[config.mk]
export PLATFORM = sky130hd
export DESIGN_NAME = complex_add
export DESIGN_NICKNAME = d
export VERILOG_FILES = /design/src/rtl/complex_add_pkg.sv /design/src/rtl/sat_addsub.sv /design/src/rtl/complex_add.sv
export SDC_FILE = /design/constraint.sdc
export NUM_CORES = 1
export LEC_CHECK = 0
export ABC_AREA = 1
export BUFFER_PORTS_ARGS = -buffer_cell sky130_fd_sc_hd__buf_2
export CORE_ASPECT_RATIO = 0.75
export CORE_MARGIN = 4
export CORE_UTILIZATION = 45
export CTS_BUF_LIST = sky130_fd_sc_hd__clkbuf_4 sky130_fd_sc_hd__clkbuf_8
export CTS_CLUSTER_SIZE = 24
export DETAILED_ROUTE_END_ITERATION = 12
export PLACE_DENSITY = 0.68
export SLEW_MARGIN = 15
export SYNTH_ARGS = -nofsm -noshare
export SYNTH_HDL_FRONTEND = slang
export SYNTH_SLANG_ARGS = --single-unit
export TNS_END_PERCENT = 5
[constraint.sdc]
create_clock -name clk -period 1.1 [get_ports clk]
set_clock_uncertainty 0.05 [all_clocks]
set_input_delay 0.055 -clock clk [delete_from_list [all_inputs] [get_ports clk]]
set_output_delay 0.055 -clock clk [all_outputs]
set_load 0.05 [all_outputs]
[src/rtl/complex_add_pkg.sv]
// Shared constants and types for the complex adder: default lane width,
// operand packing offsets, saturation limits and the lane operation type.
package complex_add_pkg;

  // Default width of one real or imaginary component.
  localparam int unsigned DEFAULT_W = 16;

  // Packing of a complex word: {real[2W-1:W], imag[W-1:0]}.
  localparam int unsigned IM_LSB = 0;

  // The real field starts right above the imaginary field.
  function automatic int unsigned re_lsb(input int unsigned w);
    return w;
  endfunction

  // Saturation limits at the default width. Other widths build the same
  // pattern locally: 0111..1 for positive and 1000..0 for negative.
  localparam logic [DEFAULT_W-1:0] SAT_POS_DEFAULT = {1'b0, {(DEFAULT_W-1){1'b1}}};
  localparam logic [DEFAULT_W-1:0] SAT_NEG_DEFAULT = {1'b1, {(DEFAULT_W-1){1'b0}}};

  // Lane operation selected by the sub input.
  typedef enum logic {
    OP_ADD = 1'b0,
    OP_SUB = 1'b1
  } op_e;

  // Per-lane overflow flags, packed in the same {real, imag} order as data.
  typedef struct packed {
    logic re;
    logic im;
  } ovf_t;

endpackage : complex_add_pkg

[src/rtl/sat_addsub.sv]
// One signed lane: W-bit add or subtract through a W+1-bit sign-extended
// sum, overflow detection on the top two sum bits, optional saturation.
// Purely combinational; the parent registers the result.
module sat_addsub
  import complex_add_pkg::*;
#(
  parameter int unsigned W        = DEFAULT_W,
  parameter bit          SATURATE = 1'b1
) (
  input  logic [W-1:0] a_i,
  input  logic [W-1:0] b_i,
  input  op_e          op_i,
  output logic [W-1:0] y_o,
  output logic         ovf_o
);

  localparam logic [W-1:0] POS_LIMIT = {1'b0, {(W-1){1'b1}}};
  localparam logic [W-1:0] NEG_LIMIT = {1'b1, {(W-1){1'b0}}};
  localparam logic [W:0]   ONE       = {{W{1'b0}}, 1'b1};

  logic [W:0] a_ext;
  logic [W:0] b_ext;
  logic [W:0] b_opnd;
  logic [W:0] sum;

  // Sign-extend, negate b in the wide domain when subtracting (so the most
  // negative b becomes a representable +2^(W-1)), add, then clamp or wrap.
  always_comb begin
    // NOTE: every signal written here gets a value on every path before any
    // conditional override, which keeps this block free of inferred latches.
    a_ext  = {a_i[W-1], a_i};
    b_ext  = {b_i[W-1], b_i};
    b_opnd = b_ext;
    if (op_i == OP_SUB) begin
      b_opnd = ~b_ext + ONE;
    end
    sum   = a_ext + b_opnd;
    ovf_o = sum[W] ^ sum[W-1];
    y_o   = sum[W-1:0];
    if (SATURATE && ovf_o) begin
      // The extra top bit carries the true sign of the overflowed result.
      y_o = sum[W] ? NEG_LIMIT : POS_LIMIT;
    end
  end

endmodule : sat_addsub

[src/rtl/complex_add.sv]
// Registered complex adder/subtractor. Real and imaginary lanes are computed
// independently by two sat_addsub instances; results, overflow flags and the
// valid strobe are registered here, giving a fixed one-cycle latency.
module complex_add
  import complex_add_pkg::*;
#(
  parameter int unsigned W        = DEFAULT_W,
  parameter bit          SATURATE = 1'b1
) (
  input  logic           clk,
  input  logic           rst_n,
  input  logic           in_valid_i,
  input  logic           sub_i,
  input  logic [2*W-1:0] a_i,
  input  logic [2*W-1:0] b_i,
  output logic [2*W-1:0] y_o,
  output logic           out_valid_o,
  output logic [1:0]     ovf_o
);

  localparam int unsigned RE_LSB = re_lsb(W);

  op_e        op;
  logic [W-1:0] y_re;
  logic [W-1:0] y_im;
  logic         ovf_re;
  logic         ovf_im;

  logic [2*W-1:0] y_d, y_q;
  ovf_t           ovf_d, ovf_q;
  logic           out_valid_d, out_valid_q;

  assign op = op_e'(sub_i);

  sat_addsub #(
    .W        (W),
    .SATURATE (SATURATE)
  ) u_lane_re (
    .a_i   (a_i[RE_LSB +: W]),
    .b_i   (b_i[RE_LSB +: W]),
    .op_i  (op),
    .y_o   (y_re),
    .ovf_o (ovf_re)
  );

  sat_addsub #(
    .W        (W),
    .SATURATE (SATURATE)
  ) u_lane_im (
    .a_i   (a_i[IM_LSB +: W]),
    .b_i   (b_i[IM_LSB +: W]),
    .op_i  (op),
    .y_o   (y_im),
    .ovf_o (ovf_im)
  );

  // Capture a new result only on a valid beat; otherwise hold Y and OVF.
  always_comb begin
    y_d         = y_q;
    ovf_d       = ovf_q;
    out_valid_d = in_valid_i;
    if (in_valid_i) begin
      y_d[RE_LSB +: W] = y_re;
      y_d[IM_LSB +: W] = y_im;
      ovf_d.re         = ovf_re;
      ovf_d.im         = ovf_im;
    end
  end

  // Output registers; reset clears everything, dropping any in-flight beat.
  always_ff @(posedge clk or negedge rst_n) begin
    // NOTE: non-blocking assignments so every register samples the
    // pre-edge values, independent of statement order.
    if (!rst_n) begin
      y_q         <= '0;
      ovf_q       <= '0;
      out_valid_q <= 1'b0;
    end else begin
      y_q         <= y_d;
      ovf_q       <= ovf_d;
      out_valid_q <= out_valid_d;
    end
  end

  assign y_o         = y_q;
  assign ovf_o       = ovf_q;
  assign out_valid_o = out_valid_q;

endmodule : complex_add

; After elaboration in Yosys (flattened, before gate mapping)
; Index checks and enable logic that the tools add are counted.
[totals]
register_bits = 35
word_cells = 18
inputBits = 68
out_inout_bits = 35
[op_classes]
mux = 6
add_sub_neg = 4
n_bitwise = 4
[op_table]
columns = operator, n
row1 = 16-bit two-way mux, 4
row2 = "17-bit by 1-bit adder with 17-bit output, second input constant", 2
row3 = 17-bit adder, 2
row4 = 17-bit two-way mux, 2
row5 = 17-bit inverter, 2
row6 = 1-bit XOR, 2

; Logic depth before layout (Yosys ltp)
; Gate-level depths: netlist of run 1.
[logic_depth]
word_depth = 6
depth_mapped = 23
mapped_depth_nobuf = 23

; Cells and area by module
; Synthesis of run 1 repeated with hierarchy kept, for this count alone.
[hier_totals]
cells_unflattened = 668
area_unflattened_um2 = 4436.8
[modules_own_cells]
columns = mod, cells_per_inst, area_each_um2, seq_area_each_um2, instances
row1 = sat_addsub at u_lane_re, 260, 1565.3, 0.0, 1
row2 = sat_addsub at u_lane_im, 263, 1501.4, 0.0, 1
row3 = complex_add, 145, 1370.1, 875.8, 1

; Worst setup path after synthesis of run 1
; OpenSTA, ideal clock, no wires.
[synth_timing]
kind = input-to-reg
startpoint = input port b_i[1]
endpoint = register y_q[10] (netlist: y_o[10])
stages = 16
required_ns = 0.928
setup_time_ns = 0.122
arrival_ns = 2.361
path_buffers = 1
setup_slack_ns = -1.433
cell_sequence = inv_1 ha_1 nand2_2 o31ai_1 o21ai_0 xor2_1 ha_1 a21oi_1 nand2_1 a21oi_1 nand2_1 nand2_1 nand2_2 a21oi_4 buf_12 a21oi_2
[synth_via]
elab_chain_cells = 6
elab_cells_between_ends = 7
cone_classes = add/sub: 2 / mux: 3 / bitwise: 2
[synth_lines]
columns = element, line_no
row1 = start: declaration, complex_add.sv:15  ; input logic [2*W-1:0] b_i,
row2 = 17-bit inverter, sat_addsub.sv:35  ; b_opnd = ~b_ext + ONE;
row3 = 17-bit by 1-bit adder with 17-bit output, sat_addsub.sv:35
row4 = 17-bit two-way mux *, sat_addsub.sv:34  ; if (op_i == OP_SUB) begin
row5 = 17-bit adder *, sat_addsub.sv:37  ; sum = a_ext + b_opnd;
row6 = 16-bit two-way mux or 1-bit XOR (tied branches), "sat_addsub.sv:42, sat_addsub.sv:38"
row7 = 16-bit two-way mux *, sat_addsub.sv:40  ; if (SATURATE && ovf_o) begin
row8 = end signal: assignment, complex_add.sv:79  ; y_q <= y_d;
row9 = end: declaration, complex_add.sv:29  ; logic [2*W-1:0] y_d, y_q;
; Mark *: on every way between the ends. The rest lies on a longest branch, timed or not.
; A chain may end at the register's enable or synchronous reset.

; Worst setup path in the final report of run 1
[layout_timing]
startpoint = input port b_i[18]
endpoint = register y_q[28] (netlist: y_o[28])
; The elaborated chain is that of the path after synthesis.

==> impl_metrics.env, run 1 <==
export IMPL_cts_root_buf="clkbuf_8"
export IMPL_dpl_hpwl_um=10700
export IMPL_drtIter0Drc=318
export IMPL_cp_slowest_cell="ha_1"
export IMPL_fmax_mhz=412
export IMPL_fin_util=0.716
export IMPL_synth_yosys_seq_area_share=0.218
export IMPL_grt_pass1_wl_um=20500
export IMPL_routed_via_count=4737
export IMPL_finalNetCount=973
export IMPL_crit_top_cell="nand2_1"
export IMPL_end_kind="flip-flop"
export IMPL_grt_max_degree=36
export IMPL_io_buffer_count=102
export IMPL_fp_dieH_um=89.8
export IMPL_rsz0062_at_grt="yes"
export IMPL_worstPathArrival_ns=2.55
export IMPL_via_per_inst=4.84
export IMPL_layout_common_cells="nand2_1 (182), buf_4 (149), buf_2 (99)"
export IMPL_total_power_mw=8.87
export IMPL_area_delta_synth_final_pct=52.6
export IMPL_vdd_drop_max_v=0.000756
export IMPL_setup_viol=34
export IMPL_yosysWarnings=0
export IMPL_worst_slew_pin_slew_ns=0.424
export IMPL_rows=29
export IMPL_dieArea_sq_mm=0.0105
export IMPL_crit_fanout=7
export IMPL_clkTransAtPathRegs_ns=0.07
export IMPL_cell_internal_pwr_mw=4.51
export IMPL_dr_pass1_iters=5
export IMPL_synthFlopType="dfrtp_1"
export IMPL_drc=0
export IMPL_hold_class="input pin to flip-flop"
export IMPL_critical_path_cell_chain="buf_6, inv_4, nand3_2, nor3_2, nand3_1, nor2_2, nand3_2, o21ai_2, xnor2_1, ha_1, nand2_1, nand2_1, inv_1, nor2_2, nor2_2, nand2_1, a21oi_2, nand2_1, nand2_2, nand2_4, nand2_4, inv_6, nand2_1, nand2_1"
export IMPL_netlist_instances=617
export IMPL_setup_ws_ns=-1.33
export IMPL_p_sw_mw=4.36
export IMPL_synth_area_sq_mm=0.00402
export IMPL_wirelength_um=12800
export IMPL_antenna_found_initial=0
export IMPL_synth_seq_cells=35
export IMPL_clockBufferDepth=2
export IMPL_worstSetupPathType="input pin to flip-flop"
export IMPL_start_kind="input pin"
export IMPL_max_cap_violations=0
export IMPL_start_util=0.469
export IMPL_ant_nets=0
export IMPL_drv_slew=0
export IMPL_syn_avg_cell_area_sq_um=6.51
export IMPL_p_seq_frac=0.211
export IMPL_htreeDepth=2
export IMPL_mostFrequentLayoutCell="nand2_1"
export IMPL_core_area_sq_mm=0.00856
export IMPL_fillers=745
export IMPL_max_slew_margin=0.717
export IMPL_synth_distinct_cells=40
export IMPL_wl_per_cell_um=13.0
export IMPL_cts_buffers=5
export IMPL_die_w_um=117
export IMPL_synthArstFlopShare=1.00
export IMPL_synth_fp_nets=721
export IMPL_cts_sinks=35
export IMPL_hold_viol_final=0
export IMPL_pre_cts_slack_ns=-1.77
export IMPL_grt_ovfl_total=0
export IMPL_fin_crit_sh=2.21
export IMPL_clockPowerShare=0.134
export IMPL_leakage_nw=3.40
export IMPL_cp_slowest_stage_delay_ns=0.30
export IMPL_ioPinCount=103
export IMPL_cp_required_ns=1.23
export IMPL_track_usage=0.238
export IMPL_place_gp_congestion=0.870
export IMPL_grt_pass1_vias=4392
export IMPL_drive_gt1_frac=0.398
export IMPL_cts_tree="yes"
export IMPL_outcome="finished with violations"
export IMPL_tns_ns=-43.65
export IMPL_clock_latency_ns=0.29
export IMPL_power_density_mw_per_mm2=1450
export IMPL_diodes=0
export IMPL_p_sw_frac=0.492
export IMPL_finalCriticalPeriod_ns=2.43
export IMPL_violations="negative setup slack"
export IMPL_pwr_share_comb=0.655
export IMPL_synth_edf_count=0
-- layout make-up --
| type | instances | area [sq um] | area share |
|---|---|---|---|
| well taps | 108 | 135 | 0.0220 |
| clock inverters | 2 | 35.0 | 0.00571 |
| flip-flops and latches | 35 | 876 | 0.143 |
| multi-input cells | 508 | 3070 | 0.500 |
| clock buffers | 6 | 82.6 | 0.0135 |
| repair buffers | 253 | 1680 | 0.274 |
| inverters | 66 | 260 | 0.0424 |
-- cell families after synthesis --
family | count (synthesis) | synth area share
AND/OR/NAND/NOR | 337 | 0.354
AO/OA/AOI/OAI | 86 | 0.130
buffers and inverters | 75 | 0.0772
XOR/XNOR | 48 | 0.105
adder cells (fa/ha/maj) | 36 | 0.116
flip-flops | 35 | 0.218
-- power groups by stage --
stage          Clock [mW]  Combinational [mW]  Sequential, mW
2_1_floorplan           0                2.20            3.22
3_3_place_gp            0                5.47            1.87
3_5_place_dp            0                5.55            1.88
4_1_cts              1.20                5.67            1.87
5_1_grt              1.26                6.31            1.91
6_report             1.19                5.81            1.87
-- layer usage --
| layer | GRT usage | wire (um) | vias up |
|---|---|---|---|
| li1 | - | - | 2489 |
| met1 | 0.375 | 6520 | 2106 |
| met2 | 0.347 | 5380 | 128 |
| met3 | 0.0235 | 682 | 14 |
| met4 | 0.0506 | 172 | 0 |
| met5 | 0 | 0 | - |
-- repair_timing --
item                                    in CTS  in global routing
hold endpoints to repair                    35                  0
gates resized for setup                     28                 31
buffers inserted                             6                  0
cloned                                       1                  0
endpoints found under the setup margin      34                 34
hold buffers                                 1                  0
pin swaps                                   23                 20
-- registers in the layout (all words and copies together), names as in the netlist --
| register | cells |
|---|---|
| ovf_o | 2 |
| y_o | 32 |
| out_valid_o | 1 |
-- stage by stage --
step | instance area, sq um | hold WS, ns | cells
final | 6130 | 0.0671 | 978
after global placement | 5750 | 0.0500 | 962
after global routing | 6130 | 0.0726 | 978
after floorplan | 4080 | -0.291 | 617
after detailed placement | 5750 | 0.0619 | 962
after CTS | 6010 | 0.0650 | 978
-- worst paths after layout --
check	from	end	slack, ns	cells after the start
min in group asynchronous	rst_n	y_o[16]	0.29	3
max reg2reg	y_o[27]	y_o[27]	0.31	2
max	b_i[18]	y_o[28]	-1.33	24
min	in_valid_i	out_valid_o	0.07	2
min reg2reg	y_o[25]	y_o[25]	0.44	2
max in group asynchronous	rst_n	y_o[20]	0.41	3
-- cells in the mapped netlist, types with 2 or more instances --
library cell    n  area (sq um)
a21o_1          3          22.5
a21oi_1        40           200
a21oi_2        10          87.6
a31oi_1         3          18.8
and2_1          4          25.0
clkbuf_1        5          18.8
clkinv_1        2          7.51
dfrtp_1        35           876
fa_1            2          40.0
ha_1           34           425
inv_1          62           233
inv_2           2          7.51
nand2_1       195           732
nand2_2        10          62.6
nand2_4         3          33.8
nand3_1        37           185
nand4_1         4          25.0
nor2_1         66           248
nor3_1          7          35.0
o21ai_0        17          85.1
o21ai_1         3          15.0
o21bai_1        4          30.0
o31ai_1         2          15.0
or2_1           3          18.8
or2_2           3          18.8
xnor2_1        14           123
xor2_1         34           298
-- critical path: cells and delay by family --
family | cells | cell delay (ns)
xor gates and xnor gates | 1 | 0.14
buffers and inverters | 4 | 0.28
adders and majority gates | 1 | 0.30
AOI/OAI and AO/OA | 2 | 0.31
and+or+nand+nor | 16 | 1.45
No activity file was read; power rests on OpenSTA's default activity.
==> inputs of run 2 (changes only) <==
- PLACE_DENSITY: 0.68 -> 0.67
- SYNTH_HIERARCHICAL: not set -> 1
==> impl_metrics.env, run 2 <==
export IMPL_cts_buffers=5
export IMPL_synthArstFlopShare=1.00
export IMPL_violations="negative setup slack"
export IMPL_diodes=0
export IMPL_cp_required_ns=1.28
export IMPL_grt_ovfl_total=0
export IMPL_synthTopCellsByArea="nand2_1 (21%), dfrtp_1 (20%), ha_1 (9.6%)"
export IMPL_fin_crit_sh=2.26
export IMPL_rows=31
export IMPL_total_power_mw=9.83
export IMPL_max_cap_violations=0
export IMPL_wl_per_cell_um=13.0
export IMPL_fin_util=0.686
export IMPL_cts_sinks=35
export IMPL_cp_slowest_stage_delay_ns=0.34
export IMPL_leakage_nw=3.69
export IMPL_largest_reg_flops=32
export IMPL_ant_nets=0
export IMPL_crit_top_cell="nand2_1"
export IMPL_outcome="finished with violations"
export IMPL_ioPinCount=103
export IMPL_layout_common_cells="nand2_1 (227), buf_4 (140), buf_2 (99)"
export IMPL_synth_distinct_cells=41
export IMPL_p_sw_frac=0.507
export IMPL_hold_class="input pin to flip-flop"
export IMPL_ys_top_cells_by_count="nand2_1 (253), inv_1 (65), nand2_2 (57)"
export IMPL_dpl_hpwl_um=10600
export IMPL_power_density_mw_per_mm2=1490
export IMPL_netlist_instances=668
export IMPL_pwr_share_comb=0.682
export IMPL_synthFlopType="dfrtp_1"
export IMPL_grt_max_degree=36
export IMPL_synth_seq_cells=35
export IMPL_drc=0
export IMPL_dr_pass1_iters=5
export IMPL_die_w_um=123
export IMPL_p_seq_frac=0.196
export IMPL_clkTransAtPathRegs_ns=0.07
export IMPL_grt_pass1_vias=4692
export IMPL_synth_area_sq_mm=0.00444
export IMPL_track_usage=0.231
export IMPL_finalCriticalPeriod_ns=2.49
export IMPL_yosysWarnings=6
export IMPL_drtIter0Drc=310
export IMPL_fmax_mhz=402
export IMPL_worstPathArrival_ns=2.67
export IMPL_fin_cells=1045
export IMPL_drv_slew=0
export IMPL_wirelength_um=13500
export IMPL_tns_ns=-44.95
export IMPL_critical_path_cell_chain="buf_8, inv_8, ha_4, inv_4, nor3_4, nand2_2, a21oi_4, buf_4, xor2_1, ha_1, a21oi_2, nand2_1, a21oi_2, nand2_1, nand2_2, buf_4, nand3_4, nand2_2, nand2_1, nand2_1"
export IMPL_setup_viol=34
export IMPL_worst_slew_pin_slew_ns=0.581
export IMPL_cell_internal_pwr_mw=4.85
export IMPL_synth_yosys_seq_area_share=0.197
export IMPL_place_gp_congestion=0.884
export IMPL_yosysTopAreaCell="nand2_1"
export IMPL_p_sw_mw=4.99
export IMPL_htreeDepth=2
export IMPL_clockPowerShare=0.122
export IMPL_start_kind="input pin"
export IMPL_start_util=0.461
export IMPL_cts_tree="yes"
export IMPL_core_area_sq_mm=0.00962
export IMPL_cp_slowest_cell="ha_1"
export IMPL_setup_ws_ns=-1.39
export IMPL_finalNetCount=1016
export IMPL_crit_fanout=8
export IMPL_clockBufferDepth=2
export IMPL_dieArea_sq_mm=0.0115
export IMPL_synth_top_area_share=0.214
export IMPL_routed_via_count=4944
export IMPL_drive_gt1_frac=0.452
export IMPL_max_slew_margin=0.608
export IMPL_clock_latency_ns=0.29
export IMPL_io_buffer_count=102
export IMPL_antenna_found_initial=0
export IMPL_rsz0062_at_grt="yes"
export IMPL_dp_cells=1018
export IMPL_synth_fp_nets=772
export IMPL_mostFrequentLayoutCell="nand2_1"
export IMPL_cts_root_buf="clkbuf_8"
export IMPL_hold_viol_final=0
export IMPL_via_per_inst=4.73
export IMPL_worstSetupPathType="input pin to flip-flop"
export IMPL_synth_most_common_cell="nand2_1"
export IMPL_pre_cts_slack_ns=-1.81
export IMPL_area_delta_synth_final_pct=48.8
export IMPL_syn_avg_cell_area_sq_um=6.64
export IMPL_grt_pass1_wl_um=21700
export IMPL_fp_dieH_um=94.0
export IMPL_synth_edf_count=0
export IMPL_end_kind="flip-flop"
export IMPL_vdd_drop_max_v=0.000728
==> run 2: cell types whose count changed after synthesis, moves of 10 or more <==
cell / change
a21oi_1: -16
nor2_1: -29
nand2_1: +58
o21ai_0: -10
nand3_1: -11
nand2_2: +47
==> run 2: critical path, delay by kind of cell <==
kind            cells  cell delay, ns
buf+inv             5            0.46
xor+xnor            1            0.20
simple gates        9            0.91
compound gates      3            0.54
fa+ha+maj           2            0.49
==> run 2: kinds of logic (layout without fill, tap and decap cells) <==
group,count (synthesis),in the layout,synth area share
xor gates and xnor gates,49,49,0.0967
buffers and inverters,83,324,0.0908
AOI/OAI and AO/OA,48,48,0.0640
DFF,35,35,0.197
and+or+nand+nor,417,421,0.446
adders and majority gates,36,36,0.105
==> run 2: final timing paths <==
kind                             from     endpoint  slack [ns]  cells past startpoint
min                        in_valid_i  out_valid_o        0.11                      2
min in group asynchronous       rst_n      y_o[16]        0.28                      3
max                            b_i[1]       y_o[3]       -1.39                     20
min reg2reg                   y_o[13]      y_o[13]        0.42                      2
max reg2reg                   y_o[29]      y_o[29]        0.42                      2
max in group asynchronous       rst_n      y_o[19]        0.42                      3
==> run 2: timing repair <==
action,CTS,global route
endpoints found under the hold margin,35,0
gates resized for setup,27,65
gates cloned,4,0
pin swaps,31,44
setup buffers,8,6
setup endpoints to repair,34,34
hold buffers,1,0
==> run 2: final cells by class <==
type	count	area, sq um
clock buffers	6	82.6
clock inverters	2	35.0
flip-flops and latches	35	876
multi-input cells	554	3490
fillers	865	3020
repair buffers	246	1660
well taps	132	165
inverters	70	290
==> run 2: per-stage QoR <==
step	hold WS (ns)	cell area, sq um
4_1_cts	0.0933	6310
3_3_place_gp	0.0538	5980
2_1_floorplan	-0.291	4440
3_5_place_dp	0.0583	5980
5_1_grt	0.101	6600
6_report	0.107	6600
==> run 2: metal layers <==
metal,GRT usage,routed length [um]
met5,0,0
met1,0.348,6820
met4,0.0485,174
met3,0.0211,640
met2,0.358,5900
==> run 2: power groups by stage <==
stage | registers [mW] | logic [mW] | clock network, mW
2_1_floorplan | 3.35 | 2.78 | 0
3_3_place_gp | 1.92 | 6.00 | 0
3_5_place_dp | 1.95 | 6.11 | 0
4_1_cts | 1.93 | 6.39 | 1.21
5_1_grt | 1.97 | 7.27 | 1.27
6_report | 1.93 | 6.70 | 1.20
==> inputs of run 3 (changes only) <==
- SLEW_MARGIN: 15 -> 20
- clock period: 1.1 -> 2.6 ns (I/O delays scaled with it)
==> impl_metrics.env, run 3 (synthesis gave the netlist of run 2 again) <==
export IMPL_r2r_cells=2
export IMPL_grt_pass1_wl_um=21300
export IMPL_cp_num_cells=21
export IMPL_dieArea_sq_mm=0.0115
export IMPL_ant_nets=0
export IMPL_mostFrequentLayoutCell="nand2_1"
export IMPL_r2r_start="y_o[13]"
export IMPL_area_delta_synth_final_pct=39.5
export IMPL_worstPathArrival_ns=2.72
export IMPL_start_kind="input pin"
export IMPL_crit_buf_inv=3
export IMPL_critical_path_cell_chain="buf_8, inv_8, ha_4, inv_4, nor3_4, nand2_2, a21oi_4, a31oi_1, xor2_1, ha_1, nand2_2, nor2_4, and2_4, nand2_2, nand2_2, nand3_4, nand2_4, nand3_4, nand2_2, nand2_2, nand2_1"
export IMPL_dpl_hpwl_um=10300
export IMPL_dp_cells=984
export IMPL_clock_latency_ns=0.29
export IMPL_die_w_um=123
export IMPL_routed_via_count=4699
export IMPL_antenna_found_initial=0
export IMPL_crit_start="b_i[0]"
export IMPL_rrSetupSlack_ns=1.90
export IMPL_clockBufferDepth=2
export IMPL_start_util=0.461
export IMPL_cp_slowest_stage_delay_ns=0.37
export IMPL_fp_dieH_um=94.0
export IMPL_cts_buffers=5
export IMPL_total_power_mw=4.01
export IMPL_crit_family="simple AND/OR/NAND/NOR gates"
export IMPL_wl_per_cell_um=12.7
export IMPL_crit_fanout=8
export IMPL_clkTransAtPathRegs_ns=0.07
export IMPL_grt_pass1_vias=4538
export IMPL_fin_crit_sh=0.976
export IMPL_layout_common_cells="nand2_1 (235), buf_4 (108), buf_2 (100)"
export IMPL_wirelength_um=12800
export IMPL_cp_slowest_cell="ha_1"
export IMPL_outcome="finished clean"
export IMPL_end_kind="flip-flop"
export IMPL_fillers=934
export IMPL_fmax_mhz=394
export IMPL_worstSetupPathType="input pin to flip-flop"
export IMPL_cts_tree="yes"
export IMPL_crit_top_cell="nand2_2"
export IMPL_design_area_sq_mm=0.00619
export IMPL_max_cap_violations=0
export IMPL_max_slew_margin=0.495
export IMPL_core_area_sq_mm=0.00962
export IMPL_cp_endpoint="y_o[0]"
export IMPL_hold_viol_final=0
export IMPL_track_usage=0.225
export IMPL_rr_endpoint="y_o[13]"
export IMPL_fin_cells=1010
export IMPL_finalCriticalPeriod_ns=2.54
export IMPL_setup_viol=0
export IMPL_place_gp_congestion=0.886
export IMPL_ioPinCount=103
export IMPL_diodes=0
export IMPL_dr_pass1_iters=5
export IMPL_cts_sinks=35
export IMPL_via_per_inst=4.65
export IMPL_drc=0
export IMPL_leakage_nw=3.50
export IMPL_drive_gt1_frac=0.408
export IMPL_cp_required_ns=2.78
export IMPL_hold_class="input pin to flip-flop"
export IMPL_finalNetCount=981
export IMPL_io_buffer_count=102
export IMPL_timing_hold_ws_ns=0.265
export IMPL_drv_slew=0
export IMPL_vdd_drop_max_v=0.000279
export IMPL_rsz0062_at_grt="yes"
export IMPL_rows=31
export IMPL_worst_slew_pin_slew_ns=0.757
export IMPL_cts_root_buf="clkbuf_8"
export IMPL_largest_reg_flops=32
export IMPL_grt_max_degree=37
export IMPL_post_dp_cell_area_sq_mm=0.00570
export IMPL_htreeDepth=2
export IMPL_power_density_mw_per_mm2=648
export IMPL_drtIter0Drc=281
export IMPL_grt_ovfl_total=0
## run 3: changes by cell type in the layout (fill, tap and decap cells not counted), sizes merged
cell and change:
buf -35, clkbuf -1, clkinv +1
## run 3: worst min-delay path: cells and delay by family
kind / cells / cell delay, ns
and+or+nand+nor: 4 / 0.22
adders and majority gates: 1 / 0.14
buffers and inverters: 1 / 0.08
## run 3: report_power, final
part | switching [mW] | total (mW) | internal, mW
registers | 0.0996 | 0.813 | 0.713
logic | 1.76 | 2.71 | 0.953
clock network | 0.201 | 0.487 | 0.285
total | 2.06 | 4.01 | 1.95
## run 3: metrics by stage
step | setup TNS (ns) | worst slack [ns] | util
after floorplan | -0.105 | -0.0124 | -
after CTS | -0.0100 | -0.00610 | 0.625
after global routing | -2.86 | -0.126 | 0.643
final | 0 | 0.0629 | 0.643
after detailed placement | -12.02 | -0.400 | 0.592
after global placement | -9.83 | -0.366 | 0.592
## run 3: what timing repair did
| item | 4_1_cts | 5_1_grt |
|---|---|---|
| gates cloned | 4 | 0 |
| hold buffers | 1 | 0 |
| hold endpoints to repair | 35 | 0 |
| pin swaps | 29 | 73 |
| gates resized for setup | 25 | 44 |
| setup buffers | 6 | 7 |
| endpoints found under the setup margin | 32 | 34 |
## run 3: layout make-up
type	instances	area [sq um]	area share
repair buffers	211	1350	0.218
clock buffers	5	68.8	0.0111
multi-input cells	554	3400	0.550
inverters	70	285	0.0461
clock inverters	3	43.8	0.00707
well taps	132	165	0.0267
flip-flops and latches	35	876	0.141
## run 3: how the worst min path moves through the flow
stage	start	end	slack [ns]	depth (start not counted)
finish	a_i[0]	y_o[0]	0.26	6
global route	a_i[0]	y_o[0]	0.29	6
CTS	a_i[0]	y_o[0]	0.26	6
detailed placement	rst_n	y_o[28]	0.19	1
global placement	rst_n	y_o[27]	0.18	1
floorplan	rst_n	out_valid_o	-0.22	0
## run 3: routing by layer
layer / global-route usage / part of all wire / wire length [um]
met1: 0.356 / 0.54 / 6920
met2: 0.334 / 0.41 / 5230
met5: 0 / 0 / 0
met4: 0.0363 / 0.0078 / 100
met3: 0.0187 / 0.042 / 534
